File: config.mk
export PLATFORM = sky130hd
export DESIGN_NAME = fetch_ctrl
export DESIGN_NICKNAME = d
export VERILOG_FILES = /design/src/rtl/fetch_pkg.sv /design/src/rtl/fetch_ctrl_next_pc_sel.sv /design/src/rtl/fetch_ctrl.sv
export SDC_FILE = /design/constraint.sdc
export NUM_CORES = 1
export LEC_CHECK = 0
export BUFFER_PORTS_ARGS = -buffer_cell sky130_fd_sc_hd__buf_2
export CELL_PAD_IN_SITES_DETAIL_PLACEMENT = 0
export CELL_PAD_IN_SITES_GLOBAL_PLACEMENT = 1
export CORE_ASPECT_RATIO = 1.25
export CORE_UTILIZATION = 36
export DETAILED_ROUTE_END_ITERATION = 8
export GPL_TIMING_DRIVEN = 0
export PLACE_DENSITY = 0.91
export SYNTH_ARGS = -nofsm -noshare
export SYNTH_HDL_FRONTEND = slang
export SYNTH_SLANG_ARGS = --single-unit
File: constraint.sdc
create_clock -name clk -period 2.31 [get_ports clk]
set_input_delay 0.462 -clock clk [delete_from_list [all_inputs] [get_ports clk]]
set_output_delay 0.462 -clock clk [all_outputs]
set_load 0.01 [all_outputs]
File: src/rtl/fetch_pkg.sv
`default_nettype none
// ============================================================================
//  Module   : fetch_pkg
//  Brief    : Shared types and constants for the instruction-fetch sequencer.
//  Revision : 1.0 - initial release
// ============================================================================
package fetch_pkg;

  // Fetch sequencer states, explicit 3-bit encoding
  typedef enum logic [2:0] {
    ST_REQ   = 3'd0,
    ST_WAIT  = 3'd1,
    ST_ISSUE = 3'd2,
    ST_HALT  = 3'd3,
    ST_FAULT = 3'd4
  } state_t;

  // Size of one instruction word in bytes (sequential PC step)
  localparam logic [31:0] INST_BYTES = 32'd4;

  // Reset PC used when the top is not overridden
  localparam logic [31:0] DEFAULT_START_ADDR = 32'h8000_0000;

endpackage : fetch_pkg
`default_nettype wire

File: src/rtl/fetch_ctrl_next_pc_sel.sv
`default_nettype none
// ============================================================================
//  Module   : next_pc_sel
//  Brief    : Next-PC priority decode applied when decode accepts the held
//             instruction: halt > misaligned redirect > redirect > sequential.
//  Revision : 1.0 - initial release
// ============================================================================
module next_pc_sel
  import fetch_pkg::*;
#(
  parameter bit CHECK_ALIGN = 1'b1
) (
  input  logic [31:0] pc,
  input  logic        redirect_valid,
  input  logic [31:0] redirect_pc,
  input  logic        halt,
  output logic [31:0] next_pc,
  output state_t      next_state,
  output logic        misalign_fault
);

  logic w_misalign;

  assign w_misalign = (redirect_pc[1:0] != 2'b00);

  // Resolve the accepted instruction's successor; halt wins over any redirect
  always_comb begin
    next_pc        = pc + INST_BYTES;
    next_state     = ST_REQ;
    misalign_fault = 1'b0;
    if (halt) begin
      next_pc    = pc;
      next_state = ST_HALT;
    end else if (redirect_valid && w_misalign && CHECK_ALIGN) begin
      next_pc        = pc;
      next_state     = ST_FAULT;
      misalign_fault = 1'b1;
    end else if (redirect_valid) begin
      // With alignment checking off, the low bits of the target are dropped
      next_pc    = CHECK_ALIGN ? redirect_pc : {redirect_pc[31:2], 2'b00};
      next_state = ST_REQ;
    end
  end

endmodule : next_pc_sel
`default_nettype wire

File: src/rtl/fetch_ctrl.sv
`default_nettype none
// ============================================================================
//  Module   : fetch_ctrl
//  Brief    : Multi-cycle RV32 instruction-fetch sequencer. Owns the PC,
//             issues one fetch per instruction, holds the fetched word for
//             decode and applies sequential/redirect/halt/fault next-PC.
//  Revision : 1.0 - initial release
// ============================================================================
module fetch_ctrl
  import fetch_pkg::*;
#(
  parameter logic [31:0] START_ADDR  = DEFAULT_START_ADDR,
  parameter bit          CHECK_ALIGN = 1'b1
) (
  input  logic        clk,
  input  logic        rst,
  output logic        imem_req_valid,
  input  logic        imem_req_ready,
  output logic [31:0] imem_req_addr,
  input  logic        imem_rsp_valid,
  input  logic [31:0] imem_rsp_data,
  input  logic        imem_rsp_err,
  output logic        inst_valid,
  output logic [31:0] inst,
  output logic [31:0] inst_pc,
  input  logic        inst_ready,
  input  logic        redirect_valid,
  input  logic [31:0] redirect_pc,
  input  logic        halt,
  output logic        halted,
  output logic        fault,
  output logic [31:0] fault_pc,
  output logic [31:0] instret
);

  state_t      r_state;
  state_t      w_state_next;
  state_t      w_sel_state;
  logic [31:0] r_pc;
  logic [31:0] r_inst;
  logic [31:0] r_fault_pc;
  logic [31:0] r_instret;
  logic [31:0] w_next_pc;
  logic        w_misalign_fault;

  next_pc_sel #(
    .CHECK_ALIGN (CHECK_ALIGN)
  ) u_next_pc_sel (
    .pc             (r_pc),
    .redirect_valid (redirect_valid),
    .redirect_pc    (redirect_pc),
    .halt           (halt),
    .next_pc        (w_next_pc),
    .next_state     (w_sel_state),
    .misalign_fault (w_misalign_fault)
  );

  // State register
  always_ff @(posedge clk) begin
    if (!rst) r_state <= ST_REQ;
    else      r_state <= w_state_next;
  end

  // Next-state decode; responses outside WAIT and redirects outside ISSUE are ignored
  always_comb begin
    w_state_next = r_state;
    case (r_state)
      ST_REQ:   if (imem_req_ready) w_state_next = ST_WAIT;
      ST_WAIT:  if (imem_rsp_valid) w_state_next = imem_rsp_err ? ST_FAULT : ST_ISSUE;
      ST_ISSUE: if (inst_ready)     w_state_next = w_sel_state;
      ST_HALT:  w_state_next = ST_HALT;
      ST_FAULT: w_state_next = ST_FAULT;
      default:  w_state_next = ST_FAULT;
    endcase
  end

  // PC, held instruction, fault address and retire counter
  always_ff @(posedge clk) begin
    if (!rst) begin
      r_pc       <= START_ADDR;
      r_inst     <= 32'd0;
      r_fault_pc <= 32'd0;
      r_instret  <= 32'd0;
    end else begin
      case (r_state)
        ST_WAIT: begin
          if (imem_rsp_valid) begin
            if (imem_rsp_err) r_fault_pc <= r_pc;
            else              r_inst     <= imem_rsp_data;
          end
        end
        ST_ISSUE: begin
          if (inst_ready) begin
            // The branch itself completes even when its target faults
            r_instret <= r_instret + 32'd1;
            r_pc      <= w_next_pc;
            if (w_misalign_fault) r_fault_pc <= redirect_pc;
          end
        end
        default: ;
      endcase
    end
  end

  // Outputs decode from state; held low while reset is asserted
  assign imem_req_valid = rst && (r_state == ST_REQ);
  assign imem_req_addr  = r_pc;
  assign inst_valid     = rst && (r_state == ST_ISSUE);
  assign inst           = r_inst;
  assign inst_pc        = r_pc;
  assign halted         = rst && (r_state == ST_HALT);
  assign fault          = rst && (r_state == ST_FAULT);
  assign fault_pc       = r_fault_pc;
  assign instret        = r_instret;

endmodule : fetch_ctrl
`default_nettype wire

# After elaboration in Yosys (flattened, before gate mapping)
# Index checks and enable logic that the tools add are counted.
# classes
bitwise	3
n_eq_ne	9
add_sub_neg	2
muxes	15
reduce_logical	13
# ops
cell	count
$mux W32	5
$pmux W32 S2	1
$add A32 B1 Y32 const B	1
$add A32 B3 Y32 const B	1
$mux W3	6
$pmux W3 S4	1
$ne A2 B2 Y1 const B	4
$eq A3 B2 Y1 const B	2
$reduce_and A3 Y1	2
$logic_and A1 B1 Y1	5
$reduce_and A5 Y1	1
$reduce_and A4 Y1	1
$reduce_bool A2 Y1	2
$eq A3 B1 Y1 const B	1
$eq A3 B3 Y1 const B	1
$logic_not A3 Y1	1
$not A1 Y1	3
$mux W1	2
$ne A2 B1 Y1 const B	1
$reduce_and A2 Y1	1
# word_totals
ff_bits	131
output_inout_bits	164

# Depth between registers and ports, before layout
# logic_depth
ltp_word	7
depth_mapped	8

# Cells and area by module
# Synthesis repeated with hierarchy kept, for this count alone.
# unflattened
cells_unflattened	927
hier_area_um2	6791.5
# modules_own_cells
module	area_per_inst_um2	cells_per_inst	n_inst
fetch_ctrl	5509.0	703	1
next_pc_sel	1282.5	224	1

# Least setup slack after synthesis
# OpenSTA, ideal clock, no wires.
# synth_timing
path_type	register to output
start	reg r_state[1]
end	out inst_valid
t_arrival_ns	1.375
path_stages_with_launch	7
slack_ns	0.473
path_cell_list	dfxtp_1 -> buf_2 -> nor3b_1 -> buf_2 -> buf_2 -> inv_2 -> nor2_1
# synth_via
elab_chain_cells	2
# synth_rtl
item	line	text
start: declaration	fetch_ctrl.sv:36	state_t r_state;
start signal: assignment	fetch_ctrl.sv:61	else r_state <= w_state_next;
$eq A3 B2 Y1	fetch_ctrl.sv:108	assign inst_valid = rst && (r_state == ST_ISSUE);
$logic_and A1 B1 Y1	fetch_ctrl.sv:108	
end: declaration	fetch_ctrl.sv:23	output logic inst_valid,
# Every way passes these cells.

# Worst setup path in the final report
# Ends and elaborated chain as after synthesis.

==> run summary <==
status -> finished, final reports clean
starting density of the core -> 0.369
CTS clk-pin slew, worst paths -> 0.06 ns
final wirelength -> 21000 um
Inst Count DP -> 1247
wire per inst -> 16.4 um
Cells after Synth -> 788
CTS tree -> done
synthesized area -> 6450 um2
RSZ-0062 raised after global routing -> no
Synth Area per Inst -> 8.19 um2
number of max-cap violations -> 0
GR Overflow Total -> 0
hold path depth -> 3
GPL Wtd Cong -> 0.885
die area -> 18500 um2
initial antenna violation count -> 0
Final setup viols -> 0
Fmax -> 462 MHz
relative slew slack -> 0.491
fin util -> 0.490
FP Rows -> 54
Clock Path Buffers -> 2
Min-Delay Endpoint -> inst[23]
I/O Buffers -> 235
dominant synthesized flop cell -> dfxtp_1
pin count of the biggest net entering global routing -> 18
CP arrival -> 1.70 ns
via total after detailed routing -> 6720
post-DR vias/cell -> 5.25
Worst setup SP type -> flop
setup slack, reg-to-reg -> 0.20 ns
detailed placement HPWL -> 15700 um
Crit Path Class -> reg2out
sequential area share after synthesis -> 0.406
crit share post-route -> 0.937
Hold/Removal Path Class -> in2reg
most common cell after layout, fill and taps aside -> buf_2
die height -> 152 um
Netlist cell types -> 60
Root Driver -> clkbuf_16
Layout fillers -> 1739
Required @ worst endpoint -> 1.85 ns
Syn-to-layout area delta -> 32.8%
endpoints failing hold -> 0
CP Capture Type -> output port
Pwr Density -> 677 nW/um2
Crit. Startpoint -> r_state[1]
synth warn -> 0
1st-iter DRT viols -> 372
Reg-to-Reg End -> imem_req_addr[31]
minimum clock period -> 2.16 ns
remaining antenna violation count -> 0
first-pass GRT wire length -> 32400 um
gr usage total -> 0.227
share of layout cells above drive strength 1 -> 0.329
CP max FO -> 10
core footprint -> 17500 um2
nets -> 1116
Async SR Flop Fraction -> 0
final cell count without fillers -> 1279
n_diodes -> 0
Least-Margin Pin Slew -> 0.764 ns
drt first pass iters -> 7
# DRC -> 0
Yosys reg bits -> 131
Setup TNS Final -> 0 ns
clock latency on the worst-skew pair -> 0.42 ns
Die X -> 122 um
CTS sink cnt -> 131
reg2reg start -> imem_req_addr[8]
CTS buffer count -> 17
IR drop worst, VDD -> 0.406 mV
leakage power -> 3.67 nW
count of flip-flops with a built-in enable after synthesis -> 0
clock skew -> 0.00606 ns
Slew Limit Fails -> 0
vias in the first global route -> 6164
worst r2r path cells -> 7
HP Start -> imem_rsp_data[23]
I/O Pins -> 236
Net Count, Synth -> 862
most frequent cells in the layout -> buf_2, dfxtp_1, nand2_1
H-Tree Depth -> 4
==> cell usage after synthesis (all sizes together), types with 4 or more instances <==
cell,count,area share
a31oi,7,0.0068
clkbuf,31,0.018
and3,9,0.0087
o31ai,5,0.0058
nor2,97,0.056
nand4,16,0.016
and4,6,0.0081
buf,60,0.061
o21a,6,0.0070
o22ai,4,0.0039
inv,11,0.0064
xor2,4,0.0054
o21ai,18,0.014
a22oi,10,0.012
mux2i,39,0.060
a211oi,36,0.042
or3,7,0.0068
a21oi,61,0.047
nand3,29,0.023
xnor2,19,0.026
nor4,18,0.026
nand2,103,0.060
nor3,10,0.0078
dfxtp,131,0.41
or4,5,0.0058
==> registers in the layout, indices dropped and copies added (netlist names) <==
signal / flops
instret: 32
inst: 32
imem_req_addr: 32
fault_pc: 32
r_state: 3
==> repair_timing <==
action | in CTS | in global routing
gates resized for setup | 6 | 15
endpoints found under the setup margin | 4 | 41
setup buffers | 1 | 0
hold buffers | 0 | 0
==> critical path: stages, from the launching register on <==
cell and delay, ns:
dfxtp_2 0.37, buf_4 0.17, nor3b_2 0.16, buf_4 0.14, buf_6 0.17, inv_2 0.06, nor2_1 0.08, buf_2 0.14
==> power by group <==
| group | internal (mW) | leakage (nW) | switching [mW] | total, mW |
|---|---|---|---|---|
| Combinational | 0.277 | 2.32 | 0.418 | 0.695 |
| Sequential | 2.35 | 1.06 | 0.0488 | 2.40 |
| Clock | 1.69 | 0.285 | 1.01 | 2.71 |
| Total | 4.32 | 3.67 | 1.48 | 5.80 |
==> worst max-delay path by stage <==
stage | to | cells after the start
6_report | inst_valid | 7
2_1_floorplan | inst_valid | 6
3_5_place_dp | inst_valid | 6
3_3_place_gp | inst_valid | 6
5_1_grt | imem_req_addr[31] | 7
4_1_cts | inst_valid | 7
==> stage by stage <==
stage	total power, mW	hold slack, ns	cell area (um2)	setup slack, ns
floorplan	2.85	0.481	6450	0.473
global placement	3.13	0.439	7910	-0.186
detailed placement	3.14	0.444	7910	-0.152
CTS	5.85	0.259	8520	0.00128
global route	6.02	0.270	8570	0.00700
finish	5.80	0.275	8570	0.145
==> kinds of logic after synthesis <==
| logic type | count (synthesis) | synth area share |
|---|---|---|
| AND/OR/NAND/NOR | 315 | 0.237 |
| AO/OA/AOI/OAI | 174 | 0.175 |
| flip-flops | 131 | 0.406 |
| buffers and inverters | 104 | 0.0863 |
| multiplexers | 39 | 0.0605 |
| XOR/XNOR | 23 | 0.0312 |
| adder cells (fa/ha/maj) | 2 | 0.00388 |
==> layer usage <==
metal	global-route usage	vias to the layer above	wire length [um]	share of wire
met1	0.258	3160	8580	0.41
met5	0	-	0	0
met3	0.0561	39	1470	0.070
met4	0.106	0	596	0.028
li1	-	3275	-	-
met2	0.398	246	10400	0.49
==> final cells by class <==
class                   instances  area (um2)  share of cell area
plain buffers                  90         523              0.0610
clock buffers                  23         488              0.0569
clock inverters                 9         103              0.0120
inverters                      13        48.8             0.00569
multi-input cells             553        3320               0.387
flip-flops and latches        131        2630               0.306
well taps                     224         280              0.0327
repair buffers                236        1180               0.138
(Power assumes the default switching activity.)
